**src/rtl/mult_operand_sequencer.sv**
```systemverilog
// mult_operand_sequencer
//   Feeds operand pairs to a repeated-addition multiplier one at a time.
//   A small FIFO buffers the pairs. The FSM (IDLE/ISSUE/WAIT/HOLD) pulses
//   mul_start and keeps mul_a/mul_b steady until the op completes. It then
//   captures the product, or a timeout marker when mul_done never arrives,
//   and offers it on a valid/ready result port together with an 8-bit
//   issue tag.
//
//   Optional feature: define MULT_SEQ_CHECK_EN to recompute a*b when the
//   product is captured. res_err is set on a mismatch. Without the macro,
//   res_err is tied to 0 and no multiplier is built.
//
// Ports
//   clock, reset            clock; synchronous active-low reset
//   in_valid/in_ready       operand push handshake (in_ready = !full)
//   in_a, in_b              operand pair
//   fifo_count              entries currently buffered
//   mul_start               one-cycle start pulse to the multiplier
//   mul_a, mul_b            operands held from ISSUE to the end of WAIT
//   mul_done, mul_product   completion strobe and result from the multiplier
//   res_valid/res_ready     result handshake
//   res_product, res_tag    captured product and its issue sequence number
//   res_timeout, res_err    timeout flag and checker mismatch flag
module mult_operand_sequencer #(
    parameter int WIDTH   = 4,
    parameter int DEPTH   = 4,
    parameter int TIMEOUT = 20
) (
    input  logic                     clock,
    input  logic                     reset,
    input  logic                     in_valid,
    output logic                     in_ready,
    input  logic [WIDTH-1:0]         in_a,
    input  logic [WIDTH-1:0]         in_b,
    output logic [$clog2(DEPTH):0]   fifo_count,
    output logic                     mul_start,
    output logic [WIDTH-1:0]         mul_a,
    output logic [WIDTH-1:0]         mul_b,
    input  logic                     mul_done,
    input  logic [2*WIDTH-1:0]       mul_product,
    output logic                     res_valid,
    input  logic                     res_ready,
    output logic [2*WIDTH-1:0]       res_product,
    output logic [7:0]               res_tag,
    output logic                     res_timeout,
    output logic                     res_err
);

    localparam int AW = $clog2(DEPTH);
    localparam int CW = AW + 1;
    localparam int TW = $clog2(TIMEOUT + 1);
    localparam int PW = 2 * WIDTH;
    localparam logic [CW-1:0] FULL_CNT = CW'(DEPTH);
    localparam logic [TW-1:0] TMO_LAST = TW'(TIMEOUT - 1);

    typedef enum logic [1:0] {S_IDLE, S_ISSUE, S_WAIT, S_HOLD} state_t;

    typedef struct packed {
        logic [WIDTH-1:0] a;
        logic [WIDTH-1:0] b;
    } pair_t;

    state_t            state_q, state_d;
    pair_t             mem_q [DEPTH];
    pair_t             mem_d [DEPTH];
    logic [AW-1:0]     wr_ptr_q, wr_ptr_d, rd_ptr_q, rd_ptr_d;
    logic [CW-1:0]     count_q, count_d;
    logic [7:0]        tag_q, tag_d, op_tag_q, op_tag_d;
    logic [TW-1:0]     tmo_q, tmo_d;
    logic [WIDTH-1:0]  mul_a_q, mul_a_d, mul_b_q, mul_b_d;
    logic              res_valid_q, res_valid_d;
    logic [PW-1:0]     res_product_q, res_product_d;
    logic [7:0]        res_tag_q, res_tag_d;
    logic              res_timeout_q, res_timeout_d;
    logic              push, issue;
`ifdef MULT_SEQ_CHECK_EN
    logic              res_err_q, res_err_d;
    logic [PW-1:0]     expect_prod;
`endif

    // Ready is held low while reset is asserted, not only once the FIFO is full.
    assign in_ready    = reset && (count_q != FULL_CNT);
    assign fifo_count  = count_q;
    assign mul_start   = (state_q == S_ISSUE);
    assign mul_a       = mul_a_q;
    assign mul_b       = mul_b_q;
    assign res_valid   = res_valid_q;
    assign res_product = res_product_q;
    assign res_tag     = res_tag_q;
    assign res_timeout = res_timeout_q;
`ifdef MULT_SEQ_CHECK_EN
    assign res_err     = res_err_q;
`else
    assign res_err     = 1'b0;
`endif

    always_comb begin
        state_d       = state_q;
        mem_d         = mem_q;
        wr_ptr_d      = wr_ptr_q;
        rd_ptr_d      = rd_ptr_q;
        tag_d         = tag_q;
        op_tag_d      = op_tag_q;
        tmo_d         = tmo_q;
        mul_a_d       = mul_a_q;
        mul_b_d       = mul_b_q;
        res_valid_d   = res_valid_q;
        res_product_d = res_product_q;
        res_tag_d     = res_tag_q;
        res_timeout_d = res_timeout_q;
        push          = in_valid && in_ready;
        issue         = 1'b0;
`ifdef MULT_SEQ_CHECK_EN
        res_err_d     = res_err_q;
        expect_prod   = {{WIDTH{1'b0}}, mul_a_q} * {{WIDTH{1'b0}}, mul_b_q};
`endif

        case (state_q)
            S_IDLE: begin
                if (count_q != '0) issue = 1'b1;
            end
            S_ISSUE: begin
                state_d = S_WAIT;
            end
            S_WAIT: begin
                // A done that arrives on the timeout cycle still produces a normal result.
                if (mul_done) begin
                    state_d       = S_HOLD;
                    res_valid_d   = 1'b1;
                    res_product_d = mul_product;
                    res_tag_d     = op_tag_q;
                    res_timeout_d = 1'b0;
`ifdef MULT_SEQ_CHECK_EN
                    res_err_d     = (mul_product != expect_prod);
`endif
                end else if (tmo_q == TMO_LAST) begin
                    state_d       = S_HOLD;
                    res_valid_d   = 1'b1;
                    res_product_d = '0;
                    res_tag_d     = op_tag_q;
                    res_timeout_d = 1'b1;
`ifdef MULT_SEQ_CHECK_EN
                    res_err_d     = 1'b0;
`endif
                end else begin
                    tmo_d = tmo_q + TW'(1);
                end
            end
            S_HOLD: begin
                if (res_ready) begin
                    res_valid_d = 1'b0;
                    if (count_q != '0) issue = 1'b1;
                    else               state_d = S_IDLE;
                end
            end
            default: state_d = S_IDLE;
        endcase

        // All ISSUE-entry work happens on the transition edge, so the operands
        // are already valid during the cycle in which mul_start is high.
        if (issue) begin
            state_d  = S_ISSUE;
            mul_a_d  = mem_q[rd_ptr_q].a;
            mul_b_d  = mem_q[rd_ptr_q].b;
            rd_ptr_d = rd_ptr_q + AW'(1);
            op_tag_d = tag_q;
            tag_d    = tag_q + 8'd1;
            tmo_d    = '0;
        end

        if (push) begin
            mem_d[wr_ptr_q] = '{a: in_a, b: in_b};
            wr_ptr_d        = wr_ptr_q + AW'(1);
        end

        count_d = count_q + {{(CW-1){1'b0}}, push} - {{(CW-1){1'b0}}, issue};
    end

    always_ff @(posedge clock) begin
        if (!reset) begin
            state_q       <= S_IDLE;
            for (int unsigned i = 0; i < DEPTH; i++) mem_q[i] <= '0;
            wr_ptr_q      <= '0;
            rd_ptr_q      <= '0;
            count_q       <= '0;
            tag_q         <= '0;
            op_tag_q      <= '0;
            tmo_q         <= '0;
            mul_a_q       <= '0;
            mul_b_q       <= '0;
            res_valid_q   <= 1'b0;
            res_product_q <= '0;
            res_tag_q     <= '0;
            res_timeout_q <= 1'b0;
`ifdef MULT_SEQ_CHECK_EN
            res_err_q     <= 1'b0;
`endif
        end else begin
            state_q       <= state_d;
            mem_q         <= mem_d;
            wr_ptr_q      <= wr_ptr_d;
            rd_ptr_q      <= rd_ptr_d;
            count_q       <= count_d;
            tag_q         <= tag_d;
            op_tag_q      <= op_tag_d;
            tmo_q         <= tmo_d;
            mul_a_q       <= mul_a_d;
            mul_b_q       <= mul_b_d;
            res_valid_q   <= res_valid_d;
            res_product_q <= res_product_d;
            res_tag_q     <= res_tag_d;
            res_timeout_q <= res_timeout_d;
`ifdef MULT_SEQ_CHECK_EN
            res_err_q     <= res_err_d;
`endif
        end
    end

endmodule

```
**config.mk**
```make
export PLATFORM = sky130hd
export DESIGN_NAME = mult_operand_sequencer
export DESIGN_NICKNAME = d
export VERILOG_FILES = /design/src/rtl/mult_operand_sequencer.sv
export SDC_FILE = /design/constraint.sdc
export NUM_CORES = 1
export LEC_CHECK = 0
export BUFFER_PORTS_ARGS = -buffer_cell sky130_fd_sc_hd__buf_2
export CAP_MARGIN = 10
export CORE_MARGIN = 5
export CORE_UTILIZATION = 51
export DETAILED_ROUTE_END_ITERATION = 16
export HOLD_SLACK_MARGIN = 0.05
export PLACE_DENSITY_LB_ADDON = 0.1
export SETUP_SLACK_MARGIN = 0.5
export SLEW_MARGIN = 20
export SYNTH_ARGS = -nofsm -noshare
export SYNTH_HDL_FRONTEND = slang
export SYNTH_SLANG_ARGS = --single-unit
export TNS_END_PERCENT = 5
```
**constraint.sdc**
```tcl
create_clock -name clock -period 2.8 [get_ports clock]
set_input_delay 0.28 -clock clock [delete_from_list [all_inputs] [get_ports clock]]
set_output_delay 0.28 -clock clock [all_outputs]
set_load 0.01 [all_outputs]
```
==> results.md, run 1 <==
* Post-synthesis cell count at 421
* DR vias at between 2000 and 3000
* XOR/XNOR share of the synthesized area at 0.03344
* Clock Sinks at 88
* Crit path launch type: flop
* Critical Path Fanout Max at 6
* First-pass GRT wire length at roughly 13000 microns
* Mapped Nets at between 400 and 500
* Hold_buf cts at 0
* Antenna violations before repair at 0
* Post-Syn Area at between 3000 and 4000 sq um
* Period utilization at 0.8145
* Warnings from Yosys at 0
* Largest net degree at the start of global routing at 53
* Cell Rows at 31
* WL met1 at between 3000 and 4000 microns
* Ports at between 50 and 60
* Total wire length at 7275 microns
* Minimum clock period at roughly 2300 ps
* Compound-cell area share of the yosys netlist at 0.1191
* Clock transition at path regs at ~80 ps
* TritonCTS clock tree: built
* DRC violations left at 0
* CTS root buffer: clkbuf_8
* Post-Synth Simple-Gate Area at 0.2224
* Diode count at 0
* Pins Over Slew Limit at 0
* Worst-Skew Late Latency at 340 ps
* Unrepaired setup endpoints after global routing: true
* Leakage power at roughly 1.6 nW
* Routability cong. at approximately 0.8
* Largest family of logic cells by synthesized area: simple AND/OR/NAND/NOR gates
* Most used flip-flop cell after synthesis: dfxtp_1
* GR Overflow Total at 0
* Worst Path Arrival at around 2500 ps
* TritonCTS Buffers at 9
* Post-synth EDFFs at 0
* Chip Width at roughly 95 microns
* Placed inst area at 4098 sq um
* Peak VDD IR at 0.4256 mV
* Synth Area in Adders at 0.04981
* Synth area leaders: dfxtp_1, nand2_1, mux4_2, ha_1, o21ai_0
* Synth Area per Inst at 8.711 sq um
* Max Cap Viol at 0
* Met2 Routed Length at between 3000 and 4000 microns
* Drt wl/cell at between 10 and 15 microns
* Deepest clock path buffer count at 2
* Cell area after layout at 4364 sq um
* Multiplexer area fraction after synthesis at 0.05459
* Post-synth ARST share at 0
* Vias in the first global route at 2757
* Post-route ant nets at 0
* Post-synthesis sequential area ratio at 0.4804
* DP HPWL at ~5000 microns
* Max Used Layer: met4
* Min-Delay Path Class: primary input to flop
* Starting Density at 0.5138
* Crit Path Class: flop to flop
* #FFs+latches synth at 88
* DR iter-0 viols at 110
* Net count reported at finish at just over 500
* Synthesis-to-layout area growth at 19.00%
* Port buffer count at slightly above 50
* Synth area leader: dfxtp_1
* WP data required at just over 3000 ps
* Setup violators final at 0
* Distinct cell type count after synthesis at 42
* Setup Skew at between 9 and 10 ps
* Layout cells sized above 1 at 0.2463
* Total negative slack at 0 ps
* Die area at approximately 9000 sq um
* Met3 Wirelength at 291 microns
* Final core utilization at 0.6115
* Slew Limit Headroom at 0.5972
* Power Density at 801.7 nW/um^2
* Max Clk Rate at approximately 440 MHz
* Power, Total at about 0.0035 W
* Detailed Routing Iterations Pass 1 at 4
* Worst Setup End Kind: flop
* Status: finished clean
* H-tree depth at 3
* Die Span Y at ~95 microns
* Worst-margin pin slew at between 600 and 700 ps
* Overall global routing resource usage at 0.1763
* Final Hold Viols at 0
* Synth top area share at 0.4804
* Core Area at approximately 7100 sq um
* Vias per inst at ~5
## sequential cells by signal, summed over array words and instances (netlist names)
name,flops
res_tag,8
fifo_count,3
tag_q,8
res_valid,1
mul_b,4
rd_ptr_q,2
wr_ptr_q,2
mem_q,32
state_q,2
mul_a,4
op_tag_q,8
res_product,8
res_timeout,1
tmo_q,5
## per-layer routing
metal | GRT usage | up-vias
met1 | 0.2244 | 1324
met2 | 0.3048 | 46
met4 | 0.05409 | 0
met3 | 0.02948 | 10
met5 | 0 | -
li1 | - | 1520
## path summary, 6_finish.rpt
kind | startpoint | end | slack (ps) | cells after the start
max | state_q[1] | fifo_count[2] | 520 | 11
min | mul_product[0] | res_product[0] | 170 | 3
max reg2reg | state_q[1] | fifo_count[2] | 520 | 11
min reg2reg | op_tag_q[4] | res_tag[4] | 450 | 2
## cells by family (layout without fill, tap and decap cells)
logic type                 count (synthesis)  count (layout)
adders and majority gates                 14              14
muxes                                     10              10
buffers and inverters                     36              94
DFF                                       88              88
AOI/OAI and AO/OA                         79              79
xor gates and xnor gates                  14              14
and+or+nand+nor                          179             179
other                                      1               1
## report_power, final
| part | total (W) | switching, W | internal [W] |
|---|---|---|---|
| clock network | 0.000797 | 0.000443 | 0.000354 |
| registers | 0.00155 | 0.000157 | 0.00139 |
| logic | 0.00115 | 0.000631 | 0.000524 |
## worst max-delay path: stages (launching register included)
cell,delay [ps]
dfxtp_4,400
inv_4,50
ha_4,250
or3_4,390
inv_4,70
ha_4,120
inv_2,40
ha_4,140
fa_2,350
xnor2_2,150
xnor2_1,160
nor2_1,50
## stage by stage
stage	setup slack [ps]	hold slack, ps	cells
floorplan	376.9	388.6	421
global placement	369.1	439.2	555
detailed placement	322.3	440.0	555
CTS	467.2	162.8	577
global route	427.2	182.7	578
finish	519.3	174.0	578
## cells in the final DEF (no fill, tap or decap), types with 4 or more instances in the layout
cell      synthesis  final
a21oi_1          30     30
a22oi_1           8      8
and2_1            4      4
buf_2             4     51
buf_4             1     16
clkbuf_8          0     10
dfxtp_1          88     83
dfxtp_4           0      5
ha_1             13      9
ha_4              0      4
inv_1            10      6
inv_4             0      4
mux4_2            8      8
nand2_1         118    118
nand3_1           5      5
nor2_1           25     25
nor4b_2           4      4
o21ai_0          32     32
xnor2_1          11     10
## synthesized netlist by cell type (all sizes together), types with 4 or more instances
master and n:
mux4 8, nor2 25, a22oi 8, buf 7, a21oi 31, nor4b 6, inv 10, ha 13
nand2 118, o21ai 36, nand3 5, clkbuf 18, and2 4, dfxtp 88, xnor2 11
## area by class of cell
cell class	instances	area, sq um
Tap cell	99	123.9
Fill cell	668	2773
Sequential cell	88	1780
Timing Repair Buffer	67	375.4
Multi-Input combinational cell	297	1854
Clock inverter	5	38.79
Clock buffer	11	141.4
Inverter	11	50.05
## repair_timing
item,CTS,global route
pin swaps,6,3
setup buffers,6,1
gates resized for setup,7,3
endpoints found under the setup margin,2,1
gates cloned,0,0
No activity file was read; power rests on OpenSTA's default activity.
==> run 2: changes to the inputs <==
==> constraint.sdc (replaced) <==
create_clock -name clock -period 1.9 [get_ports clock]
set_input_delay 0.19 -clock clock [delete_from_list [all_inputs] [get_ports clock]]
set_output_delay 0.19 -clock clock [all_outputs]
set_load 0.01 [all_outputs]
==> results.md, run 2 (synthesized netlist as in run 1, its figures left out) <==
* Cell Rows at 31
* Largest net degree at the start of global routing at 53
* Cell area after layout at between 4000 and 5000 sq um
* Period utilization at 1.154
* TritonCTS Buffers at 9
* GR Overflow Total at 0
* Final Hold Viols at 0
* Worst-margin pin slew at ~550 ps
* Slew Limit Headroom at 0.6338
* First-pass GRT wire length at roughly 13000 microns
* Sw Pwr at slightly above 0.002 W
* Failing checks: setup timing
* Vias in the first global route at 2870
* Storage element area at roughly 1800 sq um
* Min-Delay Path Class: primary input to flop
* DR vias at about 3000
* Worst path max stage delay at around 400 ps
* Met3 Wirelength at 336 microns
* Worst slack, placed at -351.9 ps
* Deepest clock path buffer count at 2
* Max Clk Rate at roughly 460 MHz
* Filler Cell Count at 625
* H-tree depth at 3
* Crit path launch type: flop
* Max Cap Viol at 0
* Peak VDD IR at roughly 0.73 mV
* Max reg flops at 32
* Drt wl/cell at around 13 microns
* DRC violations left at 0
* Switching Share at 0.3555
* CTS root buffer: clkbuf_8
* TritonCTS clock tree: built
* Worst path most repeated cell: ha_4
* Die Span Y at approximately 95 microns
* Leakage power at 1.735 nW
* Vias per inst at around 5.0
* Int Pwr at 0.003706 W
* Post-route ant nets at 0
* Worst Setup End Kind: flop
* Logic pwr share at 0.397
* Critical Path Fanout Max at 3
* Clock transition at path regs at 90 ps
* Total wire length at about 7600 microns
* FF-to-FF path depth at 11
* Status: finished with violations
* Hold_buf cts at 0
* Pins Over Slew Limit at 0
* Worst path slowest cell: dfxtp_4
* Placed inst area at between 4000 and 5000 sq um
* Diode count at 0
* Most common cell after layout, fill and taps aside: nand2_1
* Overall global routing resource usage at 0.1826
* Die area at about 9000 sq um
* Largest Register: mem_q
* Crit-path cells: inv_4 > ha_4 > or3_4 > inv_4 > ha_4 > inv_2 > ha_4 > fa_2 > xnor2_2 > xnor2_1 > nor2_1
* Crit Path Class: flop to flop
* Worst Path Arrival at around 2400 ps
* Max Used Layer: met4
* DR iter-0 viols at 95
* Synthesis-to-layout area growth at 27.53%
* Layout cells sized above 1 at 0.3150
* DP HPWL at around 5100 microns
* Starting Density at 0.5138
* Clk network pwr share at 0.220
* Detailed Routing Iterations Pass 1 at 4
* Power, Total at 0.005750 W
* Net count reported at finish at between 500 and 600
* Hold slack at roughly 70 ps
* Hold depth at 3
* Ports at 53
* Core Area at around 7100 sq um
* Chip Width at around 95 microns
* Final setup margin at -291.7 ps
* Antenna violations before repair at 0
* Power Density at 1229 nW/um^2
* Routability cong. at between 0.7 and 0.8
* Leading cell types in the layout, fill and taps excluded: nand2_1, dfxtp_1, buf_2
* Met2 Routed Length at 3705 microns
* Setup violators final at 2
* Setup Skew at around 9.4 ps
* Worst-Skew Late Latency at ~350 ps
* WP data required at 2130 ps
* Minimum clock period at between 2000 and 2500 ps
* Unrepaired setup endpoints after global routing: true
* WL met1 at about 3400 microns
* Reg power frac at 0.383
* Port buffer count at 51
* Clock Sinks at a little under 90
* Multi-input gate area at 2041 sq um
[run 2: cell count changes in the layout (fill, tap and decap cells not counted), sizes merged]
| cell | change |
|---|---|
| clkinv | +2 |
| inv | -2 |
| clkbuf | -1 |
| bufinv | +1 |
| buf | +13 |
[run 2: power by group through the flow]
stage	combinational, W	clock [W]	sequential, W
after floorplan	0.00127	0	0.00225
after global placement	0.00183	0	0.00223
after detailed placement	0.00186	0	0.00224
after CTS	0.00218	0.00130	0.00220
after global routing	0.00253	0.00138	0.00223
final	0.00228	0.00127	0.00220
[run 2: worst max-delay path, delay by kind of cell, from the launching register on]
kind,cells,cell delay (ps)
xor+xnor,2,270
fa+ha+maj,4,820
buf+inv,3,150
flops,1,390
simple gates,2,430
[run 2: final timing paths]
path                        from        endpoint  slack [ps]
setup / recovery      state_q[1]   fifo_count[2]        -290
hold / removal    mul_product[7]  res_product[7]          70
setup reg to reg      state_q[1]   fifo_count[2]        -290
hold reg to reg       res_tag[2]      res_tag[2]         450
[run 2: repair_timing]
item                                    in CTS  in global routing
pin swaps                                   14                 19
endpoints found under the setup margin      56                 89
gates resized for setup                     40                 12
setup buffers                                0                  1
[run 2: metal layers]
metal / track usage / up-vias
met5: 0 / -
met2: 0.3100 / 56
li1: - / 1541
met1: 0.2205 / 1368
met4: 0.07813 / 0
met3: 0.04303 / 10
[run 2: area by class of cell]
| cell class | count | area share |
|---|---|---|
| multi-input cells | 297 | 0.4363 |
| clock inverters | 6 | 0.01445 |
| clock buffers | 10 | 0.02729 |
| well taps | 99 | 0.02648 |
| repair buffers | 80 | 0.1057 |
| inverters | 11 | 0.01043 |
| flip-flops and latches | 88 | 0.3793 |
[run 2: per-stage QoR]
step / TNS (ps) / instances / util
detailed placement: -618.4 / 574 / 0.5940
floorplan: -1053 / 421 / -
global placement: -581.0 / 574 / 0.5940
global route: -769.3 / 591 / 0.6553
finish: -554.6 / 591 / 0.6553
CTS: -540.2 / 590 / 0.6490
==> run 3: changes to the inputs <==
--- a/config.mk
+++ b/config.mk
@@ -8,7 +8,7 @@
 export BUFFER_PORTS_ARGS = -buffer_cell sky130_fd_sc_hd__buf_2
 export CAP_MARGIN = 10
 export CORE_MARGIN = 5
-export CORE_UTILIZATION = 51
+export CORE_UTILIZATION = 60
 export DETAILED_ROUTE_END_ITERATION = 16
 export HOLD_SLACK_MARGIN = 0.05
 export PLACE_DENSITY_LB_ADDON = 0.1
==> constraint.sdc (replaced) <==
create_clock -name clock -period 2.79 [get_ports clock]
set_input_delay 0.279 -clock clock [delete_from_list [all_inputs] [get_ports clock]]
set_output_delay 0.279 -clock clock [all_outputs]
set_load 0.01 [all_outputs]
==> results.md, run 3 (synthesized netlist as in run 1, its figures left out) <==
* Post-route ant nets at 0
* Setup violators final at 0
* Leading cell types in the layout, fill and taps excluded: nand2_1, dfxtp_1, buf_2
* Reg2Reg Launch Point: fifo_count[2]
* Max reg flops at 32
* Hold depth at 3
* Pins Over Slew Limit at 0
* Min-Delay Path Class: primary input to flop
* Crit path launch type: flop
* Status: finished clean
* Port buffer count at 51
* Critical Path Fanout Max at 2
* First-pass GRT wire length at 12520 microns
* Chip Width at ~88 microns
* Max Clk Rate at 440.1 MHz
* Largest net degree at the start of global routing at 53
* GR Overflow Total at 0
* CTS root buffer: clkbuf_8
* Worst-Skew Late Latency at about 360 ps
* Diode count at 0
* DRC violations left at 0
* Worst Path Arrival at about 2500 ps
* Slew Limit Headroom at 0.5913
* Crit Path Class: flop to flop
* Net count reported at finish at approximately 500
* Hold path endpoint: mem_q[3]
* HP Start: in_b[3]
* Max Cap Viol at 0
* H-tree depth at 3
* Layout cells sized above 1 at 0.2448
* Multi-input gate area at approximately 1900 sq um
* Die area at approximately 8000 sq um
* DP HPWL at 4980 microns
* Total wire length at around 7400 microns
* Leakage power at ~1.6 nW
* Period utilization at 0.8144
* DR vias at between 2000 and 3000
* R2r endpoint: fifo_count[2]
* WP data required at 3020 ps
* Layout Cells excl Fill at roughly 550
* Hold_buf cts at 0
* Total negative slack at 0 ps
* Vias in the first global route at 2815
* Final Hold Viols at 0
* FF-to-FF path depth at 10
* R2r setup slk at between 500 and 600 ps
* TritonCTS Buffers at 9
* Cell Rows at 28
* Overall global routing resource usage at 0.2066
* Starting Density at 0.6194
* Clock transition at path regs at 100 ps
* Power Density at approximately 810 nW/um^2
* Deepest clock path buffer count at 2
* Vias per inst at 5.242
* Worst-margin pin slew at 612.9 ps
* Most common cell after layout, fill and taps aside: nand2_1
* Clock Sinks at 88
* Worst Setup End Kind: flop
* Storage element area at 1778 sq um
* Synthesis-to-layout area growth at 17.84%
* Peak VDD IR at ~0.48 mV
* DP Cell Count at about 530
* Setup Skew at approximately 12 ps
* Unrepaired setup endpoints after global routing: true
* Drt wl/cell at about 13 microns
* Largest Register: mem_q
* Minimum clock period at around 2300 ps
* TritonCTS clock tree: built
* DR iter-0 viols at ~130
* Routability cong. at between 0.7 and 0.8
* Detailed Routing Iterations Pass 1 at 4
* Antenna violations before repair at 0
* Ports at 53
* Filler Cell Count at about 460
* Core Area at between 5000 and 6000 sq um
* Die Span Y at ~88 microns
## run 3: changes by cell type in the layout (fill, tap and decap cells not counted), sizes merged
cell,change
inv,+1
bufinv,-1
buf,-14
## run 3: repair_timing
action / in CTS / in global routing
endpoints found under the setup margin: 2 / 2
resized for setup: 5 / 3
gates cloned: 0 / 0
pin swaps: 4 / 1
buffers inserted: 4 / 2
## run 3: metrics by stage
step | instance area [sq um] | power [W] | setup slack, ps | util | hold slack [ps]
2_1_floorplan | 3761 | 0.002397 | 366.9 | - | 387.6
3_3_place_gp | 4068 | 0.002611 | 371.6 | 0.6870 | 436.2
3_5_place_dp | 4068 | 0.002653 | 317.7 | 0.6870 | 441.0
4_1_cts | 4289 | 0.003494 | 511.2 | 0.7244 | 153.3
5_1_grt | 4322 | 0.003747 | 445.7 | 0.7299 | 157.6
6_report | 4322 | 0.003511 | 517.9 | 0.7299 | 153.8
## run 3: area by class of cell
type                    instances  area share
clock buffers                  10     0.02953
clock inverters                 6     0.01216
inverters                      11     0.01100
multi-input cells             297      0.4291
flip-flops and latches         88      0.4114
well taps                      75     0.02171
repair buffers                 66     0.08512
## run 3: how the worst max path moves through the flow
stage,startpoint,to,slack (ps),cells past startpoint
3_3_place_gp,fifo_count[2],fifo_count[2],370,10
3_5_place_dp,fifo_count[0],fifo_count[2],320,10
2_1_floorplan,state_q[1],fifo_count[2],370,13
5_1_grt,fifo_count[2],fifo_count[2],450,10
6_report,fifo_count[2],fifo_count[2],520,10
4_1_cts,fifo_count[2],fifo_count[2],510,10
## run 3: per-layer routing
metal | global-route usage | part of all wire | vias up
li1 | - | - | 1512
met4 | 0.08379 | 0.016 | 0
met3 | 0.05927 | 0.054 | 15
met5 | 0 | 0 | -
met1 | 0.2423 | 0.44 | 1315
met2 | 0.3542 | 0.49 | 57
## run 3: critical path, cell delays in order, from the launching register on
cell and delay, ps:
dfxtp_4 350, nor3b_2 140, buf_4 130, or3_4 400, ha_4 270, inv_2 40
ha_4 140, fa_2 350, xnor2_2 150, xnor2_1 130, nor2_1 50
## run 3: power breakdown
part / switching [W] / internal, W / leakage, nW
registers: 0.000156 / 0.00139 / 0.716
clock network: 0.000474 / 0.000336 / 0.0850
logic: 0.000626 / 0.000525 / 0.831
